$ cat config.mk
export PLATFORM = sky130hd
export DESIGN_NAME = cfg_bus_arbiter
export DESIGN_NICKNAME = d
export VERILOG_FILES = /design/src/rtl/cfg_bus_arbiter.sv
export SDC_FILE = /design/constraint.sdc
export NUM_CORES = 1
export LEC_CHECK = 0
export ABC_CLOCK_PERIOD_IN_PS = 1200
export BUFFER_PORTS_ARGS = -buffer_cell sky130_fd_sc_hd__buf_2
export CAP_MARGIN = 10
export CORE_ASPECT_RATIO = 0.8
export CORE_MARGIN = 10
export CORE_UTILIZATION = 40
export DETAILED_ROUTE_END_ITERATION = 8
export PLACE_DENSITY = 0.77
export SYNTH_ARGS = -nofsm -noshare
export SYNTH_HDL_FRONTEND = slang
export SYNTH_SLANG_ARGS = --single-unit
$ cat constraint.sdc
create_clock -name clk -period 1.2 [get_ports clk]
set_input_delay 0.06 -clock clk [delete_from_list [all_inputs] [get_ports clk]]
set_output_delay 0.06 -clock clk [all_outputs]
set_load 0.03 [all_outputs]
$ cat src/rtl/cfg_bus_arbiter.sv
// cfg_bus_arbiter: round-robin two-port arbiter and sequencer for the shared 4-bit config register bus.
// Define CFG_ARB_TIMEOUT_EN to abort transactions that no slave acks within TIMEOUT_CYCLES.
module cfg_bus_arbiter #(
    parameter int TIMEOUT_CYCLES = 255
) (
    input  logic       clk,
    input  logic       rst,
    input  logic       req0_valid,
    input  logic [3:0] req0_addr,
    input  logic [3:0] req0_data,
    input  logic       req1_valid,
    input  logic [3:0] req1_addr,
    input  logic [3:0] req1_data,
    output logic       req0_done,
    output logic       req1_done,
    output logic       req_timeout,
    output logic [3:0] rdata,
    output logic       rdata_valid,
    output logic [3:0] bus_address,
    output logic [3:0] bus_data,
    output logic       bus_valid,
    input  logic       bus_ack,
    input  logic [3:0] bus_data_out,
    input  logic       bus_data_out_valid
);
    typedef enum logic [1:0] {IDLE, BUSY, GAP} state_t;
    state_t     state_q, state_d;
    logic       last_q, last_d, gnt_q, gnt_d, fresh_q, fresh_d, valid_q, valid_d;
    logic       done0_q, done0_d, done1_q, done1_d, tmo_q, tmo_d, rvalid_q, rvalid_d;
    logic [3:0] addr_q, addr_d, data_q, data_d, rdata_q, rdata_d;
    logic       pick, expire;
    // On contention the port not granted last time wins; a lone requester always wins.
    assign pick = (req0_valid && req1_valid) ? ~last_q : req1_valid;
`ifdef CFG_ARB_TIMEOUT_EN
    logic [7:0] cnt_q, cnt_d;
    assign cnt_d  = (state_q == BUSY) ? cnt_q + 8'd1 : 8'd0;
    assign expire = (state_q == BUSY) && (cnt_q == 8'(TIMEOUT_CYCLES - 1));
    always_ff @(posedge clk or negedge rst) begin
        if (!rst) cnt_q <= 8'd0;
        else      cnt_q <= cnt_d;
    end
`else
    logic unused_timeout;
    assign unused_timeout = ^TIMEOUT_CYCLES;
    assign expire = 1'b0;
`endif
    always_comb begin
        state_d  = state_q;
        last_d   = last_q;
        gnt_d    = gnt_q;
        addr_d   = addr_q;
        data_d   = data_q;
        valid_d  = valid_q;
        rdata_d  = rdata_q;
        fresh_d  = fresh_q;
        done0_d  = 1'b0;
        done1_d  = 1'b0;
        tmo_d    = 1'b0;
        rvalid_d = 1'b0;
        case (state_q)
            IDLE: if (req0_valid || req1_valid) begin
                gnt_d   = pick;
                last_d  = pick;
                addr_d  = pick ? req1_addr : req0_addr;
                data_d  = pick ? req1_data : req0_data;
                valid_d = 1'b1;
                fresh_d = 1'b0;
                state_d = BUSY;
            end
            BUSY: begin
                if (bus_data_out_valid) begin
                    rdata_d = bus_data_out;
                    fresh_d = 1'b1;
                end
                if (bus_ack || expire) begin
                    valid_d  = 1'b0;
                    done0_d  = ~gnt_q;
                    done1_d  = gnt_q;
                    tmo_d    = ~bus_ack;
                    rvalid_d = bus_ack && (fresh_q || bus_data_out_valid);
                    fresh_d  = 1'b0;
                    state_d  = GAP;
                end
            end
            default: state_d = IDLE;
        endcase
    end
    always_ff @(posedge clk or negedge rst) begin
        if (!rst) begin
            state_q  <= IDLE;
            last_q   <= 1'b1;
            gnt_q    <= 1'b0;
            addr_q   <= 4'd0;
            data_q   <= 4'd0;
            valid_q  <= 1'b0;
            rdata_q  <= 4'd0;
            fresh_q  <= 1'b0;
            done0_q  <= 1'b0;
            done1_q  <= 1'b0;
            tmo_q    <= 1'b0;
            rvalid_q <= 1'b0;
        end else begin
            state_q  <= state_d;
            last_q   <= last_d;
            gnt_q    <= gnt_d;
            addr_q   <= addr_d;
            data_q   <= data_d;
            valid_q  <= valid_d;
            rdata_q  <= rdata_d;
            fresh_q  <= fresh_d;
            done0_q  <= done0_d;
            done1_q  <= done1_d;
            tmo_q    <= tmo_d;
            rvalid_q <= rvalid_d;
        end
    end
    assign req0_done   = done0_q;
    assign req1_done   = done1_q;
    assign req_timeout = tmo_q;
    assign rdata       = rdata_q;
    assign rdata_valid = rvalid_q;
    assign bus_address = addr_q;
    assign bus_data    = data_q;
    assign bus_valid   = valid_q;
endmodule

Yosys cells after proc, flatten, opt, wreduce, memory -nomap -nowiden
Index checks and enable logic that the tools add are counted.
- eq/ne operators: 4
- reductions and logical operators: 11
- bitwise operators: 3
- mux-type cells: 21
- operators by type and width (operator ; number):
    1-bit two-way mux ; 14
    4-bit two-way mux ; 2
    2-bit AND reduction ; 3
    3-bit AND reduction ; 2
    2-bit two-way mux ; 2
    2-bit != test, second input constant ; 2
    1-bit case mux with 2 select lines ; 2
    2-bit case mux with 2 select lines ; 1
    3-bit != test, second input constant ; 1
    1-bit NOT ; 3
    2-bit by 1-bit equality test with 1-bit output, second input constant ; 1
    1-bit logical AND ; 2
    2-bit logical NOT ; 1
    1-bit logical OR ; 2
    2-bit nonzero test ; 1
- register bits after elaboration: 22
- bits of input ports: 26
- logic and storage cells: 51
- output and inout bits: 17

Depth between registers and ports, before layout
Gate-level depths: netlist (run 1).
- depth in word-level cells: 4
- gate-level depth with buffers: 5
- depth with buffers taken out: 3

Worst setup path after synthesis (run 1)
No wires, ideal clock.
- kind: register to register
- from: reg last_q
- to: reg addr_q[0], in the netlist bus_address[0]
- arrival: 1.062 ns
- cell stages (with the launch flop): 5
- path slack: 0.056 ns
- setup time: 0.082 ns
- required time: 1.118 ns
- path through: dfstp_2 a21bo_2 buf_1 nand2_1 a31oi_1
- word-level cells in the longest chain between the ends: 3
- ends and longest elaborated chain (element ; line ; source):
    start, declared ; 28 ; logic last_q, last_d, gnt_q, gnt_d, fresh_q, fresh_d, valid_q, valid_d;
    start signal, assigned ; 104 ; last_q <= last_d;
    1-bit NOT ; 33 ; assign pick = (req0_valid && req1_valid) ? ~last_q : req1_valid;
    1-bit two-way mux ; 33 ;
    4-bit two-way mux ; 64 ; addr_d = pick ? req1_addr : req0_addr;
    end signal, assigned ; 106 ; addr_q <= addr_d;
    end, declared ; 30 ; logic [3:0] addr_q, addr_d, data_q, data_d, rdata_q, rdata_d;
Every way passes these cells.
A chain may end at the register's enable or synchronous reset.

Worst setup path after layout (run 1)
- from: reg last_q
- to: reg addr_q[1], in the netlist bus_address[1]
The elaborated chain is that of the path after synthesis.

==> reports/results.ini, run 1 <==
[global_routing]
grt.overflow.total=0
grt_usage=0.1278
grt_max_degree=22
antenna_found_initial=1
grt_pass1_vias=1005
grt_pass1_wl_mm=4.698

[min_path]
hold_path_class=primary input to flop
hold_depth=3

[floorplanning]
dieArea_um2=4549
die_x_um=72.95
core_area_um2=2140
row_count=15
io_pins=43
start_util=0.4193
die_h_um=62.36

[routing]
vias=944
drt_iter0_markers=59
wl_mm=3.123
ant_nets=0
via_per_inst=5.244
first_pass_iters=4
wl_per_cell_um=17.35
drc_errors=0

[synth]
synth.ff_latch_count=21
synth_cell_type_count=23
syn-mean-instance-area_um2=10.19
mappedNetlistArea_um2=897.1
ys.warnings.count=0
synth_nets=114
yosys.area_share.simple=0.1311
syn_inst=88
seq_area_frac_synth=0.5872
synth.area.mux_share=0.05021
synth-compound-area-share=0.1729
synth_top_family_by_area=compound AO/OA/AOI/OAI gates
post_synth_fa_ha_maj_area_fraction=0
synth_xor_xnor_area_share=0

[power_and_ir_drop]
p_switching_w=0.001439
p_total_w=0.003176
intPower_w=0.001736
pwr-share-comb=0.512
powerDensity_nw_per_um2=2205
power.share.clock=0.110
ir_worst_vdd_uv=1222
switching_share=0.4532
p_leak_nw=0.6929
p_seq_frac=0.378

[place]
place_hpwl_mm=1.871
port_buffers=41
place_congestion=0.7377

[cts]
cts_made_buffers=3
clockBufferDepth=2
h-tree-depth=1
clkSinkCount=21
path_clk_slew_ps=120
cts_tree=built
cts_root_buffer=clkbuf_4
clk_latency_ps=310

[status]
status=finished with violations
violations=negative setup slack

[finish]
drive_above_1_share=0.4481
final_util=0.6731
final_common_cell=buf_2
area_growth_pct=60.53
mostFrequentLayoutCells=40 x buf_2, 20 x dfrtp_1, 20 x dlygate4sd3_1
n_fill_cell=163
nNetsFinal=181

[timing]
skew_ps=4.716
setup-tns-final_ps=-20.63
timing.hold.ws_ps=7.807
rsz0062_at_grt=true
slew_viol_final=0
setup_viol_count_final=1
fmax_ghz=0.8193
hold_viol=0
period_share=1.017
fin_crit_ps=1221
worst_slack_ps=-20.63

[worst_setup_path]
cpPeakStageDelay_ps=560
cpMaxStageDelayCell=dfstp_2
r2r_cells=4
cp_max_fo=8
cp-start-kind=flop
crit_arrival_ps=1440
cp-end-kind=flop
path_cells=buf_6, a21bo_4, nand2_2, a31oi_1
critPathKind=flop to flop
worstPathRequired_ps=1420

[flow_run]
drv_cap=0

==> repair_timing <==
action | in CTS | in global routing
pin swaps | 0 | 6
gates cloned | 0 | 1
hold buffers | 20 | 0
endpoints found under the setup margin | 12 | 12
hold endpoints to repair | 34 | 0
resized for setup | 3 | 14
setup buffers | 0 | 3
==> synthesized netlist by cell type <==
cell	n	area, µm²
mux2_2	4	45.04
a21oi_1	11	55.05
a21o_1	1	7.510
buf_6	2	22.52
conb_1	1	3.750
inv_1	3	11.26
nor2_1	5	18.77
dfstp_2	1	26.28
clkbuf_1	1	3.750
nand2b_1	1	6.260
and2_4	1	8.760
buf_1	1	3.750
o2bb2ai_1	1	8.760
a21boi_1	1	7.510
o21ai_0	1	5.000
nand2_1	19	71.32
dfrtp_1	20	500.5
buf_4	1	7.510
a21bo_2	1	10.01
nor2b_1	1	6.260
or2_1	1	6.260
a31oi_1	9	56.30
o21ai_1	1	5.000
==> power groups by stage <==
stage	clock network (W)	registers, W	logic (W)
finish	0.000348	0.00120	0.00163
floorplan	0	0.00165	0.000448
detailed placement	0	0.00118	0.00137
global route	0.000383	0.00124	0.00173
CTS	0.000362	0.00116	0.00144
global placement	0	0.00116	0.00133
==> final cells by class <==
class | instances | area, µm² | share of cell area
antenna | 1 | 2.502 | 0.001738
clock buffer | 3 | 22.52 | 0.01564
clock inverter | 1 | 7.507 | 0.005213
inverter | 3 | 11.26 | 0.007819
multi-input combinational | 60 | 381.6 | 0.2650
sequential | 21 | 526.8 | 0.3658
tap | 25 | 31.28 | 0.02172
timing repair buffer | 66 | 456.7 | 0.3171
==> per-layer routing <==
layer	share of wire	up-vias	wire length (µm)	track usage
met5	0	-	0	0
met4	0.022	0	70	0.04028
met3	0.044	8	138	0.03175
met2	0.56	31	1738	0.2446
met1	0.38	474	1175	0.1278
li1	-	431	-	-
==> logic make-up after synthesis <==
family,count (synthesis)
simple gates,28
compound gates,26
flops,21
buf+inv,8
mux,4
other cells,1
==> critical path: cells and delay by family, from the launching register on <==
kind / cells / cell delay (ps)
flip-flops: 1 / 560
AO/OA/AOI/OAI: 2 / 400
buffers and inverters: 1 / 100
AND/OR/NAND/NOR: 1 / 70
==> worst paths after layout <==
kind                         startpoint              to  slack (ps)
setup / recovery                 last_q  bus_address[1]         -20
hold / removal             req1_addr[3]  bus_address[3]           8
setup reg to reg                 last_q  bus_address[1]         -20
hold reg to reg                   gnt_q       req0_done         440
max in group asynchronous           rst          last_q         630
min in group asynchronous           rst        rdata[0]         230
==> state kept, by name, indices dropped and copies added (netlist names) <==
register	flops
gnt_q	1
rdata	4
bus_data	4
rdata_valid	1
last_q	1
req1_done	1
state_q	2
bus_valid	1
fresh_q	1
bus_address	4
req0_done	1
==> through the flow <==
stage | cells | setup slack, ps | area [µm²]
2_1_floorplan | 88 | 55.91 | 897.1
3_3_place_gp | 152 | 2.252 | 1119
3_5_place_dp | 152 | -58.13 | 1119
4_1_cts | 176 | 30.22 | 1361
5_1_grt | 180 | -62.63 | 1440
6_report | 180 | -20.63 | 1440
(Power assumes the default switching activity.)
==> run 2, diff against run 1 <==
==> config.mk (replaced) <==
export PLATFORM = sky130hd
export DESIGN_NAME = cfg_bus_arbiter
export DESIGN_NICKNAME = d
export VERILOG_FILES = /design/src/rtl/cfg_bus_arbiter.sv
export SDC_FILE = /design/constraint.sdc
export NUM_CORES = 1
export LEC_CHECK = 0
export ABC_AREA = 1
export ABC_CLOCK_PERIOD_IN_PS = 1200
export BUFFER_PORTS_ARGS = -buffer_cell sky130_fd_sc_hd__buf_2
export CAP_MARGIN = 10
export CORE_ASPECT_RATIO = 0.8
export CORE_UTILIZATION = 41
export DETAILED_ROUTE_END_ITERATION = 8
export HOLD_SLACK_MARGIN = 0.15
export PLACE_DENSITY = 0.78
export SYNTH_ARGS = -nofsm -noshare
export SYNTH_HDL_FRONTEND = slang
export SYNTH_SLANG_ARGS = --single-unit
==> reports/results.ini, run 2 <==
[synth]
syn_inst=125  ; +42%
yosys.area.top_type=dfrtp_1
synthArstFlopShare=1.000  ; unchanged
yosysMostFrequentCell=nand2_1
synth.ff_latch_count=21  ; unchanged
synth_cell_type_count=16  ; -30%
synth_nets=151  ; +32%
synth_edf_count=0  ; unchanged
syn-mean-instance-area_um2=7.848  ; -23%
ys.warnings.count=0  ; unchanged
mappedNetlistArea_um2=980.9  ; +9.3%
yosysTopAreaCellShare=0.5102  ; -0.04768
synth_area_leaders=dfrtp_1 51%, nand2_1 16%, nand3_1 11%
seq_area_frac_synth=0.5370  ; -0.05018
synth_flop_cell=dfrtp_1
yosys-top-cells-count=41 x nand2_1, 22 x nand3_1, 20 x dfrtp_1

[finish]
drive_above_1_share=0.2760  ; -0.1720
stdcell_count=217  ; +21%
final_cell_area_um2=1479  ; +2.7%
area_growth_pct=50.77
n_fill_cell=190  ; +17%
diodes=0  ; -1
mostFrequentLayoutCells=41 x nand2_1, 41 x buf_2, 24 x dlygate4sd3_1
nNetsFinal=219  ; +21%

[timing]
slew_viol_final=0  ; unchanged
hold_viol=0  ; unchanged
fin_crit_ps=1075  ; -146.0 ps
setup-tns-final_ps=0  ; +20.63 ps
setup_viol_count_final=0  ; -1
period_share=0.8955  ; -0.1217
skew_ps=1.458  ; -3.258 ps
rsz0062_at_grt=false
fmax_ghz=0.9306  ; +14%

[cts]
cts_root_buffer=clkbuf_4
path_clk_slew_ps=100  ; -20 ps
clk_latency_ps=290  ; -20 ps
h-tree-depth=1  ; unchanged
cts_setup_buffers=0  ; unchanged
cts_made_buffers=3  ; unchanged
clkSinkCount=21  ; unchanged
cts_tree=built
clockBufferDepth=2  ; unchanged

[worst_setup_path]
cp-startpoint=state_q[1]
r2r_start=state_q[1]
r2r_setup_slack_ps=130  ; +150 ps
critPathKind=flop to flop
cp-start-kind=flop
r2r_cells=4  ; unchanged
cp-endpoint=bus_data[3]
cp-end-kind=flop
worstPathRequired_ps=1390  ; -30 ps
cp_max_fo=12  ; +4
crit_arrival_ps=1270  ; -170 ps
worstReg2RegEnd=bus_data[3]

[routing]
vias=986  ; +4.4%
first_pass_iters=6  ; +2
drt_iter0_markers=46  ; -22%
wl_per_cell_um=10.60  ; -39%
ant_nets=0  ; unchanged
drc_errors=6  ; +6
via_per_inst=4.544  ; -13%
wl_mm=2.301  ; -26%

[floorplanning]
row_count=15  ; unchanged
die_h_um=45.75  ; -27%
start_util=0.4429  ; +0.02364
io_pins=43  ; unchanged
die_x_um=56.69  ; -22%
core_area_um2=2215  ; +3.5%
dieArea_um2=2593  ; -43%

[min_path]
hold_depth=4  ; +1
hold_path_class=primary input to flop

[global_routing]
grt_usage=0.2049  ; +0.07711
grt_pass1_vias=961  ; -4.4%
antenna_found_initial=0  ; -1
grt_pass1_wl_mm=3.905  ; -17%
grt.overflow.total=0  ; unchanged
grt_max_degree=22  ; unchanged

[power_and_ir_drop]
powerDensity_nw_per_um2=2110  ; -4.3%
ir_worst_vdd_uv=1085  ; -11%
p_leak_nw=0.8715  ; +26%
p_total_w=0.003120  ; -1.8%

[place]
place_inst=189  ; +24%
place_congestion=0.7362  ; -0.20%
port_buffers=41  ; unchanged
postPlaceCellArea_um2=1202  ; +7.5%
place_hpwl_mm=1.533  ; -18%

[flow_run]
drv_cap=0  ; unchanged

[status]
status=finished with violations
violations=design-rule violations

[run 2: changes by cell type after synthesis, moves of 2 or more]
cell,change
mux2_2,-4
inv_1,+16
nor2_1,+4
a21oi_1,-11
a31oi_1,-9
inv_2,+2
nand3_1,+22
nand2_2,+2
buf_6,-2
nand2_1,+22
[run 2: critical path, stage by stage, from the launching register on]
cell and delay [ps]:
dfrtp_1 430, nor2_1 190, o21ai_2 190, nand2_1 110, nand2_1 50
[run 2: power by group]
part | leakage (nW) | switching (W) | internal [W] | total [W]
Combinational | 0.599 | 0.00108 | 0.000513 | 0.00160
Clock | 0.0150 | 0.000188 | 0.000129 | 0.000317
Sequential | 0.258 | 0.000172 | 0.00103 | 0.00121
Total | 0.871 | 0.00144 | 0.00168 | 0.00312
[run 2: cell type report]
class                   instances  area (µm²)  share of cell area
multi-input cells              80       362.8              0.2453
clock buffers                   4       26.28             0.01777
flip-flops and latches         21       526.8              0.3562
well taps                      25       31.28             0.02115
inverters                      21       78.83             0.05330
repair buffers                 66       452.9              0.3063
[run 2: worst min path at each step]
stage | startpoint | to | slack (ps)
floorplan | rst | bus_address[0] | -240
global placement | rst | rdata_valid | 30
detailed placement | rst | req0_done | 40
CTS | req0_valid | bus_valid | 180
global route | req0_valid | last_q | 180
finish | req0_valid | last_q | 180
[run 2: cell families after synthesis]
| kind of cell | Yosys count | synth area share |
|---|---|---|
| other | 1 | 0.003823 |
| and+or+nand+nor | 76 | 0.3342 |
| DFF | 21 | 0.5370 |
| AOI/OAI and AO/OA | 3 | 0.02168 |
| buffers and inverters | 24 | 0.1033 |
[run 2: metrics by stage]
stage	hold slack [ps]	worst slack [ps]	utilization
4_1_cts	183.2	52.14	0.6633
3_5_place_dp	39.02	54.18	0.5429
2_1_floorplan	-235.6	183.6	-
6_report	176.6	125.4	0.6678
3_3_place_gp	29.94	120.3	0.5429
5_1_grt	184.6	13.68	0.6678
[run 2: timing repair]
item,in CTS,in global routing
resized for setup,0,2
hold buffers,24,0
endpoints found under the hold margin,39,0
setup endpoints to repair,0,7
[run 2: layer usage]
layer / wire length (µm) / GRT usage
met5: 0 / 0
met4: 8 / 0.06000
met3: 152 / 0.05398
met2: 1130 / 0.3833
met1: 1009 / 0.2360
==> run 3, diff against run 2 <==
--- a/config.mk
+++ b/config.mk
@@ -7,13 +7,14 @@
 export LEC_CHECK = 0
 export ABC_AREA = 1
 export ABC_CLOCK_PERIOD_IN_PS = 1200
-export BUFFER_PORTS_ARGS = -buffer_cell sky130_fd_sc_hd__buf_2
+export BUFFER_PORTS_ARGS = -buffer_cell sky130_fd_sc_hd__buf_4
 export CAP_MARGIN = 10
 export CORE_ASPECT_RATIO = 0.8
 export CORE_UTILIZATION = 41
 export DETAILED_ROUTE_END_ITERATION = 8
 export HOLD_SLACK_MARGIN = 0.15
 export PLACE_DENSITY = 0.78
+export RECOVER_POWER = 25
 export SYNTH_ARGS = -nofsm -noshare
 export SYNTH_HDL_FRONTEND = slang
 export SYNTH_SLANG_ARGS = --single-unit
==> reports/results.ini, run 3 (synthesis gave the netlist of run 2 again) <==
[power_and_ir_drop]
ir_worst_vdd_uv=1142  ; +5.3%
intPower_w=0.001831  ; +9.3%
powerDensity_nw_per_um2=2084  ; -1.2%
p_switching_w=0.001491  ; +3.2%
switching_share=0.4488  ; -0.01415
p_total_w=0.003321  ; +6.4%
pwr-share-comb=0.534  ; +0.022
p_seq_frac=0.367  ; -0.020
p_leak_nw=0.9047  ; +3.8%
power.share.clock=0.099  ; -0.003

[cts]
cts_made_buffers=3  ; unchanged
h-tree-depth=1  ; unchanged
path_clk_slew_ps=110  ; about the same
cts_setup_buffers=0  ; unchanged
cts_root_buffer=clkbuf_4
clk_latency_ps=290  ; about the same
cts_tree=built
clkSinkCount=21  ; unchanged
clockBufferDepth=2  ; unchanged

[place]
postPlaceCellArea_um2=1305  ; +8.5%
place_congestion=0.7769  ; +5.5%
pre_cts_slack_ps=71.53  ; +17.35 ps
place_hpwl_mm=1.615  ; +5.4%
port_buffers=41  ; unchanged
place_inst=189  ; unchanged

[finish]
nNetsFinal=221  ; +0.91%
final_cell_area_um2=1594  ; +7.8%
drive_above_1_share=0.2732  ; -0.002846
stdcell_count=219  ; +0.92%
area_growth_pct=62.50
mostFrequentLayoutCells=41 x nand2_1, 41 x buf_4, 26 x dlygate4sd3_1
n_fill_cell=158  ; -17%
diodes=0  ; unchanged

[status]
violations=design-rule violations
status=finished with violations

[worst_setup_path]
crit_arrival_ps=1300  ; +30 ps
worstPathRequired_ps=1400  ; about the same
critPathKind=flop to flop
cp-end-kind=flop
cp-start-kind=flop
r2r_setup_slack_ps=100  ; -30 ps
cp_max_fo=10  ; -2

[timing]
fmax_ghz=0.9057  ; -2.7%
worst_slack_ps=95.93  ; -29.44 ps
setup_viol_count_final=0  ; unchanged
period_share=0.9201  ; +0.02454
skew_ps=2.557  ; +1.099 ps
tightest_slew_ps=510.4
setup-tns-final_ps=0  ; unchanged
hold_viol=0  ; unchanged
relSlewSlack=0.6597
rsz0062_at_grt=false
slew_viol_final=0  ; unchanged
fin_crit_ps=1104  ; +29.44 ps

[floorplanning]
die_x_um=56.69  ; unchanged
row_count=15  ; unchanged
io_pins=43  ; unchanged
core_area_um2=2215  ; unchanged
start_util=0.4429  ; unchanged
die_h_um=45.75  ; unchanged
dieArea_um2=2593  ; unchanged

[routing]
wl_per_cell_um=11.41  ; +7.6%
vias=1012  ; +2.6%
ant_nets=0  ; unchanged
drt_iter0_markers=56  ; +22%
first_pass_iters=8  ; +2
wl_mm=2.499  ; +8.6%
via_per_inst=4.621  ; +1.7%
drc_errors=6  ; unchanged

[global_routing]
grt_pass1_vias=970  ; +0.94%
grt_usage=0.2108  ; +0.005879
grt_pass1_wl_mm=4.036  ; +3.4%
grt_max_degree=22  ; unchanged
antenna_found_initial=0  ; unchanged
grt.overflow.total=0  ; unchanged

[min_path]
hold_path_class=primary input to flop

[flow_run]
drv_cap=0  ; unchanged

-- run 3: changes by cell type in the layout (fill, tap and decap cells not counted) --
cell and delta:
nand2_4 -1, dlygate4sd3_1 +2, buf_2 -41, clkbuf_2 +1, buf_4 +40, nand2_2 +1
-- run 3: repair_timing --
action                     4_1_cts  5_1_grt
hold endpoints to repair        41        0
resized for setup                0        1
setup endpoints to repair        0        6
hold buffers                    26        0
-- run 3: worst paths after layout --
| check | depth (start not counted) | start | to |
|---|---|---|---|
| max | 5 | last_q | bus_data[2] |
| min | 3 | req0_valid | bus_valid |
| max reg2reg | 5 | last_q | bus_data[2] |
| min reg2reg | 1 | gnt_q | req0_done |
| max in group asynchronous | 2 | rst | last_q |
| min in group asynchronous | 2 | rst | rdata[1] |
-- run 3: critical path, stage by stage (launching register included) --
cell and delay, ps:
dfstp_2 550, nand2_2 130, nand2_4 140, nand2_1 60, nand3_1 80, nand2_1 50
-- run 3: power groups by stage --
| stage | combinational (W) | sequential (W) | clock [W] |
|---|---|---|---|
| 6_report | 0.00177 | 0.00122 | 0.000329 |
| 2_1_floorplan | 0.000618 | 0.00168 | 0 |
| 4_1_cts | 0.00178 | 0.00122 | 0.000339 |
| 3_5_place_dp | 0.00170 | 0.00123 | 0 |
| 3_3_place_gp | 0.00166 | 0.00122 | 0 |
| 5_1_grt | 0.00194 | 0.00126 | 0.000363 |
-- run 3: cell type report --
type                    instances  area [µm²]  share of cell area
well taps                      25       31.28             0.01962
flip-flops and latches         21       526.8              0.3305
multi-input cells              80       357.8              0.2245
clock buffers                   4       26.28             0.01648
repair buffers                 68       573.1              0.3595
inverters                      21       78.83             0.04945
-- run 3: metal layers --
metal  track usage  wire length (µm)  part of all wire  up-vias
met5             0                 0                 0        -
met4       0.08000                10            0.0040        0
li1              -                 -                 -      518
met2        0.3786              1236              0.49       48
met3       0.04830               186             0.074        2
met1        0.2532              1066              0.43      444
-- run 3: through the flow --
stage	hold slack, ps	utilization
after floorplan	-235.6	-
after global placement	-48.12	0.5893
after detailed placement	-42.64	0.5893
after CTS	162.5	0.7186
after global routing	174.5	0.7198
final	161.1	0.7198
